## src/rtl/spram_fifo_ctrl_pkg.sv

```systemverilog
// Shared sizing for the single-port RAM FIFO and the 64x8 RAM it drives.
// Latency: none (constants, types and a pure helper function only).
// Backpressure: not applicable.
package spram_fifo_ctrl_pkg;

  localparam int FIFO_DW    = 8;
  localparam int FIFO_AW    = 6;
  localparam int FIFO_DEPTH = 1 << FIFO_AW;

  // What the single RAM port does in a given cycle.
  typedef enum logic [1:0] {
    PORT_IDLE  = 2'd0,
    PORT_READ  = 2'd1,
    PORT_WRITE = 2'd2
  } port_op_e;

  // Reads win the port so the output stage never starves behind a busy writer.
  function automatic port_op_e port_arb(input logic rd_issue, input logic push);
    port_op_e op;
    op = PORT_IDLE;
    if (rd_issue) begin
      op = PORT_READ;
    end else if (push) begin
      op = PORT_WRITE;
    end
    return op;
  endfunction

endpackage

```

## src/rtl/spram_fifo_ctrl.sv

```systemverilog
// Byte FIFO over an external single-port RAM with a one-entry output register.
// Latency: a byte pushed into an empty, idle FIFO shows m_valid three cycles later.
// Backpressure: s_ready drops when the RAM is full or a read claims the port that cycle.
module spram_fifo_ctrl
  import spram_fifo_ctrl_pkg::*;
#(
  parameter int DW    = FIFO_DW,
  parameter int AW    = FIFO_AW,
  parameter int DEPTH = 1 << AW
) (
  input  logic          clk,
  input  logic          rst,
  input  logic          s_valid,
  output logic          s_ready,
  input  logic [DW-1:0] s_data,
  output logic          m_valid,
  input  logic          m_ready,
  output logic [DW-1:0] m_data,
  output logic [DW-1:0] ram_data,
  output logic [AW-1:0] ram_addr,
  output logic          ram_we,
  input  logic [DW-1:0] ram_out,
  output logic [AW:0]   count,
  output logic          full,
  output logic          empty
);

  localparam logic [AW:0] DEPTH_C = (AW+1)'(DEPTH);

  logic [AW-1:0] wr_ptr;
  logic [AW-1:0] rd_ptr;
  logic [AW:0]   ram_cnt;
  logic          rd_pend;
  logic          ov;
  logic          pop;
  logic          push;
  logic          rd_issue;
  port_op_e      port_op;

  // Handshake and arbitration: a read is only launched when the output
  // register will be free to take its result, and it locks out the writer.
  always_comb begin
    pop      = ov & m_ready;
    rd_issue = (ram_cnt != '0) & ~rd_pend & (~ov | pop);
    s_ready  = ~rst & (ram_cnt < DEPTH_C) & ~rd_issue;
    push     = s_valid & s_ready;
    port_op  = port_arb(rd_issue, push);
  end

  // RAM port mux; reset gates the write enable so a reset mid-stream never
  // scribbles into storage.
  always_comb begin
    ram_we   = (port_op == PORT_WRITE) & ~rst;
    ram_addr = (port_op == PORT_WRITE) ? wr_ptr : rd_ptr;
    ram_data = s_data;
  end

  // Status: occupancy counts RAM contents, the in-flight read and the output register.
  always_comb begin
    count   = ram_cnt + (AW+1)'(rd_pend) + (AW+1)'(ov);
    full    = (ram_cnt == DEPTH_C);
    empty   = (count == '0);
    m_valid = ov;
  end

  // Pointers advance on their own operation and wrap naturally at DEPTH.
  always_ff @(posedge clk) begin
    if (rst) begin
      wr_ptr <= '0;
      rd_ptr <= '0;
    end else begin
      if (push) begin
        wr_ptr <= wr_ptr + AW'(1);
      end
      if (rd_issue) begin
        rd_ptr <= rd_ptr + AW'(1);
      end
    end
  end

  // RAM occupancy; push and rd_issue never coincide, so it moves by at most one.
  always_ff @(posedge clk) begin
    if (rst) begin
      ram_cnt <= '0;
    end else if (push) begin
      ram_cnt <= ram_cnt + (AW+1)'(1);
    end else if (rd_issue) begin
      ram_cnt <= ram_cnt - (AW+1)'(1);
    end
  end

  // Output stage: capture the registered RAM output the cycle after a read,
  // and release the register on a pop. A capture never lands on a pop because
  // a read is only issued into a free (or freeing) register.
  always_ff @(posedge clk) begin
    if (rst) begin
      rd_pend <= 1'b0;
      ov      <= 1'b0;
      m_data  <= '0;
    end else begin
      rd_pend <= rd_issue;
      if (rd_pend) begin
        m_data <= ram_out;
        ov     <= 1'b1;
      end else if (pop) begin
        ov <= 1'b0;
      end
    end
  end

endmodule

```

## config.mk

```make
export PLATFORM = sky130hd
export DESIGN_NAME = spram_fifo_ctrl
export DESIGN_NICKNAME = d
export VERILOG_FILES = /design/src/rtl/spram_fifo_ctrl_pkg.sv /design/src/rtl/spram_fifo_ctrl.sv
export SDC_FILE = /design/constraint.sdc
export NUM_CORES = 1
export LEC_CHECK = 0
export CORE_ASPECT_RATIO = 1.75
export CORE_MARGIN = 4
export CORE_UTILIZATION = 35
export DETAILED_ROUTE_END_ITERATION = 10
export GPL_ROUTABILITY_DRIVEN = 0
export MAX_ROUTING_LAYER = met4
export SLEW_MARGIN = 10
export SYNTH_ARGS = -nofsm -noshare
export SYNTH_HDL_FRONTEND = slang
export SYNTH_SLANG_ARGS = --single-unit
```

## constraint.sdc

```tcl
create_clock -name clk -period 3.87 [get_ports clk]
set_clock_uncertainty 0.1 [all_clocks]
set_input_delay 1.161 -clock clk [delete_from_list [all_inputs] [get_ports clk]]
set_output_delay 1.161 -clock clk [all_outputs]
set_load 0.02 [all_outputs]
```

### After elaboration in Yosys (flattened, before gate mapping)

Index checks and enable logic that the tools add are counted.

| cells by class | value |
|---|---|
| divide/modulo/power cells | 0 |
| shift-type cells | 0 |
| reduce and logical (&&, ||, !) cells | 4 |
| $lt $le $gt $ge | 1 |
| multiplexer cells | 7 |
| bitwise operators | 12 |
| multiply operators | 0 |
| equality and inequality tests | 2 |
| add/subtract/negate cells | 6 |

Operator list:

| operator | number |
|---|---|
| adder 7 x 1 -> 7 bit | 2 |
| 2-to-1 mux 7 bit | 2 |
| adder 6 x 1 -> 6 bit, second input constant | 2 |
| adder 7 x 1 -> 7 bit, second input constant | 1 |
| AND 1 bit | 7 |
| equality test 7 bit, second input constant | 1 |
| zero test 7 bit | 1 |
| < comparator 7 bit, second input constant | 1 |
| nonzero test 7 bit | 1 |
| subtractor 7 x 1 -> 7 bit, second input constant | 1 |
| 2-to-1 mux 6 bit | 1 |
| 2-to-1 mux 2 bit | 2 |
| inverter 1 bit | 4 |
| nonzero test 2 bit | 2 |
| equality test 2 bit, second input constant | 1 |
| 2-to-1 mux 1 bit | 2 |
| OR 1 bit | 1 |

| storage, ports and cells | value |
|---|---|
| logic and storage cells | 38 |
| bits in registers | 29 |
| memory bits (writable) | 0 |
| memories kept | 0 |
| bits in latches | 0 |
| memory bits (read-only) | 0 |

### Depth between registers and ports, before layout

Gate-level depths: netlist of the first run.

| depth | value |
|---|---|
| depth after elaboration | 10 |
| mapped depth | 11 |

### Least setup slack after synthesis of the first run

No wires, ideal clock.

| timing path | value |
|---|---|
| kind | reg-to-output |
| from | register rd_pend |
| to | output port empty |
| setup slack | -188 ps |
| arrival | 2797 ps |
| path buffers | 1 |
| cell stages (with the launch flop) | 9 |
| cell sequence | dfxtp_1 clkbuf_1 inv_1 fa_1 nor2b_1 nand2_1 xnor2_1 nor4_1 nor4b_1 |

| between the ends | value |
|---|---|
| word-level cells in the longest chain between the ends | 3 |

RTL lines:

| item | RTL line | source |
|---|---|---|
| from (decl) | spram_fifo_ctrl.sv:33 | `logic rd_pend;` |
| from (signal assigned) | spram_fifo_ctrl.sv:101 | `rd_pend <= rd_issue;` |
| adder 7 x 1 -> 7 bit (2 in series) | spram_fifo_ctrl.sv:60 | `count = ram_cnt + (AW+1)'(rd_pend) + (AW+1)'(ov);` |
| via count[3] | spram_fifo_ctrl.sv:23 | `output logic [AW:0] count,` |
| zero test 7 bit | spram_fifo_ctrl.sv:62 | `empty = (count == '0);` |
| to (decl) | spram_fifo_ctrl.sv:25 | `output logic empty` |

The timed path passes the listed nets, and every way through them passes these cells.

### Worst setup path in the final report of the first run

| timing path | value |
|---|---|
| from | input port s_valid |
| to | output port ram_addr[3] |

| between the ends | value |
|---|---|
| word-level cells in the longest chain between the ends | 5 |

RTL lines:

| item | RTL line | source |
|---|---|---|
| from (decl) | spram_fifo_ctrl.sv:13 | `input logic s_valid,` |
| AND 1 bit | spram_fifo_ctrl.sv:46 | `push = s_valid & s_ready;` |
| 2-to-1 mux 2 bit | spram_fifo_ctrl_pkg.sv:23 | `end else if (push) begin` |
| 2-to-1 mux 2 bit | spram_fifo_ctrl_pkg.sv:21 | `if (rd_issue) begin` |
| equality test 2 bit | spram_fifo_ctrl.sv:54 | `ram_addr = (port_op == PORT_WRITE) ? wr_ptr : rd_ptr;` |
| 2-to-1 mux 6 bit | spram_fifo_ctrl.sv:54 |  |
| to (decl) | spram_fifo_ctrl.sv:20 | `output logic [AW-1:0] ram_addr,` |

Every way passes these cells.

==> flow_summary.yaml, run 1 <==
outcome:
  status: "completed"
detailed_routing:
  drt_first_pass_iters: 4
  drt_iter0_markers: 36
  vias_per_cell: 5.021
  wl_per_cell_um: 14.14
  via_count: 1426
  ant_nets: 0
  drc_errors: 0
  routed_wl_mm: 4.016
logic_synthesis:
  ys.flop_type: "dfxtp_1"
  syn_inst: 183
  netlist_area_sq_mm: 0.001679
  ys_types: 37
  syn_nets: 213
  synth.yosys.seq_area_share_pct: 34.58
  synth-edff-count: 0
  syn_area_per_cell_sq_um: 9.175
  synth_area_leaders: "dfxtp_1, xnor2_1, mux2i_1"
  yosysTopAreaCell: "dfxtp_1"
  async_reset_ff_share_pct: 0
  yosys_register_bits: 29
  yosys_warnings: 0
  synthDominantCellAreaShare_pct: 34.58
power:
  clkPwrFrac_pct: 17.6
  switchingPower_mw: 0.7312
  p_int_mw: 1.096
  power_frac_comb_pct: 57.7
  leakage_nw: 0.9241
  ir_worst_vdd_mv: 0.4418
  p_sw_share_pct: 40.02
  powerDensity_mw_per_mm2: 800.1
  seqPwrFrac_pct: 24.7
finish:
  final_nets: 261
  n_antenna_cell: 0
  final_core_util_pct: 48.94
  post_route_cells_drive_above_1_share_pct: 21.12
  syn_to_final_growth_pct: 35.99
  fin_cells: 284
  fin_area_sq_mm: 0.002283
run:
  max_cap_violations: 0
clock_tree:
  htree_num_levels: 2
  clockBufferDepth: 2
  root_buffer: "clkbuf_8"
  insertion_delay_ns: 0.28
  cts_sinks: 29
  holdBufCountCts: 0
  clk_pin_slew_ns: 0.06
  cts_tree: "yes"
  cts-buffers-inserted: 5
place:
  dp_cells: 276
  place_area_sq_mm: 0.002178
  hpwlAfterDp_mm: 3.042
  port_buffers: 37
setup_path:
  worst_setup_path_end_kind: "primary output"
  required_ns: 2.61
  critPathKind: "input port to primary output"
  crit_fanout: 5
  startpoint_type: "input port"
  critPathArrivalTime_ns: 2.52
  r2r_slack_ns: 0.94
global_routing:
  grt_pass1_wl_mm: 6.644
  grt_use_total_pct: 15.07
  grt_max_degree: 32
  grt_pass1_vias: 1461
  antenna_found_initial: 0
  grt_overflow: 0
timing:
  max_slew_margin_pct: 71.65
  worst_pin_slew_ns: 0.4220
  period_share_pct: 97.80
  rsz0062_at_grt: "no"
  final_hold_viol_count: 0
  finalSetupViolations: 0
  slew_viol_final: 0
  timing.final.crit_period_ns: 3.785
  fmax_mhz: 264.2
die:
  ios: 54
  initial_utilization_pct: 35.99
  die_y_um: 99.63
  num_rows: 33
  die_area_sq_mm: 0.006013
  core_area_sq_mm: 0.004666
  die_x_um: 60.36
hold_path:
  hp-class: "register to register"
==> area by class of cell <==
cell class | instances | area (sq um)
fillers | 460 | 2382
clock buffers | 7 | 86.33
inverters | 7 | 26.28
repair buffers | 53 | 470.5
well taps | 52 | 65.06
flip-flops and latches | 29 | 580.6
multi-input cells | 135 | 1025
clock inverters | 1 | 30.03
==> Yosys cell counts (2+ instances only) <==
master     n
o21ai_0    5
nand3_1    4
buf_4      9
xor2_1     4
nand2_1    9
dfxtp_1   29
xnor2_1   17
a211oi_1   2
mux2_2     5
ha_1       8
a21oi_1    9
nand4_1    4
clkbuf_1   4
nor2_1    29
nor3_1     5
mux2i_1   11
a211oi_4   2
fa_1       2
inv_1      7
==> critical path, cell delays in order <==
cell	delay (ns)
clkdlybuf4s50_1	0.51
nand2_2	0.11
nor2_4	0.23
mux2_2	0.36
buf_2	0.16
==> layer usage <==
layer	track usage, %	vias to the layer above	routed length (um)
met2	26.17	28	2290
met4	7.167	0	121
met1	15.23	676	1474
met5	-	-	0
li1	-	711	-
met3	3.506	11	130
==> flip-flops by register name, summed over array words and instances, names as in the netlist <==
name	flops
ram_cnt	7
rd_ptr	6
wr_ptr	6
m_data	8
rd_pend	1
m_valid	1
==> path summary, 6_finish.rpt <==
check / start / to / cells after the start
worst min-delay path: m_data[0] / m_data[0] / 2
worst min register to register: m_data[0] / m_data[0] / 2
worst max register to register: ram_cnt[0] / ram_cnt[6] / 11
worst max-delay path: s_valid / ram_addr[3] / 5
==> repair_timing <==
action                                  in CTS  in global routing
endpoints found under the setup margin       9                  5
cloned                                       1                  0
pin swaps                                    1                  3
gates resized for setup                     35                  3
setup buffers                                0                  0
==> cell usage in the layout, fill, tap and decap left out, types with 5 or more instances in the layout <==
cell type,synthesis,routed
nand2_1,9,8
buf_4,9,16
a21oi_1,9,9
nor3_1,5,5
inv_1,7,7
nor2_1,29,28
mux2i_1,11,11
o21ai_0,5,5
dfxtp_1,29,29
clkbuf_8,0,6
ha_1,8,8
xnor2_1,17,17
clkdlybuf4s50_1,0,26
==> kinds of logic (layout without fill, tap and decap cells) <==
logic type,count (synthesis),count (layout),synth area share (%)
AOI/OAI and AO/OA,24,24,10.88
xor gates and xnor gates,21,21,10.95
adders and majority gates,10,10,8.346
buffers and inverters,20,68,6.483
DFF,29,29,34.58
muxes,16,16,9.911
and+or+nand+nor,63,64,18.85
==> power by group through the flow <==
stage / Clock, mW / Sequential (mW) / Combinational, mW
CTS: 0.329 / 0.453 / 1.07
floorplan: 0 / 0.468 / 0.679
global route: 0.339 / 0.465 / 1.16
finish: 0.321 / 0.451 / 1.05
global placement: 0 / 0.457 / 1.06
detailed placement: 0 / 0.457 / 1.07
==> through the flow <==
stage               setup WS, ns  power (mW)  TNS [ns]  hold slack [ns]
floorplan                0.09084       1.147         0           0.3766
global placement         -0.4864       1.519    -3.303           0.3726
detailed placement       -0.5022       1.531    -3.419           0.3856
CTS                     0.001070       1.852         0           0.4000
global route             0.04535       1.964         0           0.4296
finish                   0.08500       1.827         0           0.3945
No activity file was read; power rests on OpenSTA's default activity.
==> run 2, diff against run 1 <==
--- a/config.mk
+++ b/config.mk
@@ -8,10 +8,12 @@
 export CORE_ASPECT_RATIO = 1.75
 export CORE_MARGIN = 4
 export CORE_UTILIZATION = 35
+export CTS_CLUSTER_DIAMETER = 200
+export CTS_CLUSTER_SIZE = 8
 export DETAILED_ROUTE_END_ITERATION = 10
 export GPL_ROUTABILITY_DRIVEN = 0
 export MAX_ROUTING_LAYER = met4
-export SLEW_MARGIN = 10
+export SLEW_MARGIN = 0
 export SYNTH_ARGS = -nofsm -noshare
 export SYNTH_HDL_FRONTEND = slang
 export SYNTH_SLANG_ARGS = --single-unit
==> results of run 2 <==
Same layout as run 1: the final DEF is identical, and so are final timing and power.
==> run 3, diff against run 2 <==
--- a/config.mk
+++ b/config.mk
@@ -13,6 +13,7 @@
 export DETAILED_ROUTE_END_ITERATION = 10
 export GPL_ROUTABILITY_DRIVEN = 0
 export MAX_ROUTING_LAYER = met4
+export SKIP_LAST_GASP = 1
 export SLEW_MARGIN = 0
 export SYNTH_ARGS = -nofsm -noshare
 export SYNTH_HDL_FRONTEND = slang
==> results of run 3 <==
Same layout as run 1: the final DEF is identical, and so are final timing and power.
==> variant, RTL diff (config.mk and constraints of run 3) <==
Set the package constant `FIFO_DW` to 7 (it was 8).
--- a/src/rtl/spram_fifo_ctrl_pkg.sv
+++ b/src/rtl/spram_fifo_ctrl_pkg.sv
@@ -4,5 +4,5 @@
 package spram_fifo_ctrl_pkg;
 
-  localparam int FIFO_DW    = 8;
+  localparam int FIFO_DW    = 7;
   localparam int FIFO_AW    = 6;
   localparam int FIFO_DEPTH = 1 << FIFO_AW;
Interface: changed (resized m_data, ram_data, ram_out and s_data); port bits go from 54 to 50. The function was not compared with the original's and may differ.
==> variant against run 3 <==
- power fell by 10%
- wire length shrank 9.8%
- area after synthesis fell by 1.6%
- sequential cell count down 1
- synthesized cell count down 3.8%
- final area decreased by 6.2%
- setup slack better by 0.0056 ns
- largest cell class unchanged
- highest routed layer unchanged
==> variant: results <==
[placed_design]
hpwl_mm = 2.86
io_buffers = 35
placed_area_um2 = 2100
preCtsSetupSlack_ns = -0.486

[grt]
grt_pass1_wl_mm = 6.27
grt_start_max_net_pins = 31
grt_use_total_pct = 13.7

[synthesis]
synth_cell_types = 36
syn_nets = 204
ys_seq_area_share_pct = 33.9
ys_top_cells_by_count = dfxtp_1 (28), nor2_1 (28), xnor2_1 (15)
synthTopCellsByArea = dfxtp_1 (34%), xnor2_1 (8.0%), nor2_1 (6.4%)

[worst_setup_path]
crit_start = rst
crit_fanout = 7

[route]
drt_iter0_drc = 31
wl_per_cell_um = 13.5
vias = 1306
dr.pass1.iters = 2

[outcome]
status = complete, no violations

[clock_tree]
htreeDepth = 1
path_clk_slew_ns = 0.09
numCtsBuffers = 3
clockBufferDepth = 2
clk_latency_ns = 0.27

[layout]
nets = 246
reg_top3 = m_data: 7 flops, ram_cnt: 7 flops
antenna_cells = 0
layout-drive-gt1-share_pct = 20.3

[power_and_ir_drop]
p_leak_nw = 0.893
intPower_w = 0.000943
max-vdd-ir-drop_v = 0.000404

[timing]
slew_headroom_pct = 71.6
variant: cell count changes in the layout (fill, tap and decap cells not counted), sizes merged, moves of 2 or more:
cell / delta
xnor2: -2
buf: -2
clkdlybuf4s50: -2
clkbuf: -3
xor2: +2
nor2: -2
variant: cells by family after synthesis:
family,synth area share (%)
and+or+nand+nor,20.1
DFF,33.9
AOI/OAI and AO/OA,10.8
xor gates and xnor gates,11.1
buffers and inverters,5.45
muxes,10.2
adders and majority gates,8.49
variant: power by group through the flow:
stage / sequential [W] / combinational [W] / clock (W)
2_1_floorplan: 0.000449 / 0.000687 / 0
3_3_place_gp: 0.000439 / 0.00104 / 0
3_5_place_dp: 0.000437 / 0.00105 / 0
4_1_cts: 0.000431 / 0.00105 / 0.000185
5_1_grt: 0.000442 / 0.00114 / 0.000194
6_report: 0.000431 / 0.00103 / 0.000178
variant: worst paths after layout:
kind / to / slack, ns / cells past startpoint
max: ram_addr[4] / 0.09 / 6
min: m_data[0]$_SDFFE_PP0P_ / 0.40 / 2
max reg2reg: ram_cnt[6]$_SDFFE_PP0P_ / 0.85 / 12
min reg2reg: m_data[0]$_SDFFE_PP0P_ / 0.40 / 2
variant: worst max-delay path, stage by stage:
cell,delay (ns)
clkdlybuf4s50_1,0.44
nor2_2,0.13
nand2_2,0.11
nor2_8,0.16
mux2_2,0.35
buf_2,0.16
variant: area by class of cell:
class,count,area [um^2],area share (%)
Timing Repair Buffer,48,424,19.8
Multi-Input combinational cell,131,1020,47.4
Tap cell,51,63.8,2.98
Sequential cell,28,561,26.2
Clock buffer,4,55.1,2.57
Inverter,6,22.5,1.05
variant: per-stage QoR:
step           hold WS [ns]  cells  util (%)
2_1_floorplan         0.359    176         -
3_3_place_gp          0.372    264      46.9
3_5_place_dp          0.387    264      46.9
4_1_cts               0.405    268      47.6
5_1_grt               0.424    268      47.8
6_report              0.401    268      47.8
variant: repair_timing:
item,4_1_cts,5_1_grt
pin swaps,2,0
buffers inserted,0,0
gates resized for setup,33,3
endpoints found under the setup margin,9,7
variant: per-layer routing:
layer	vias up	wire, um	track usage [%]
met1	601	1480	15.7
met3	4	105	1.70
met5	-	0	-
met2	19	1980	23.8
li1	682	-	-
met4	0	61	4.61
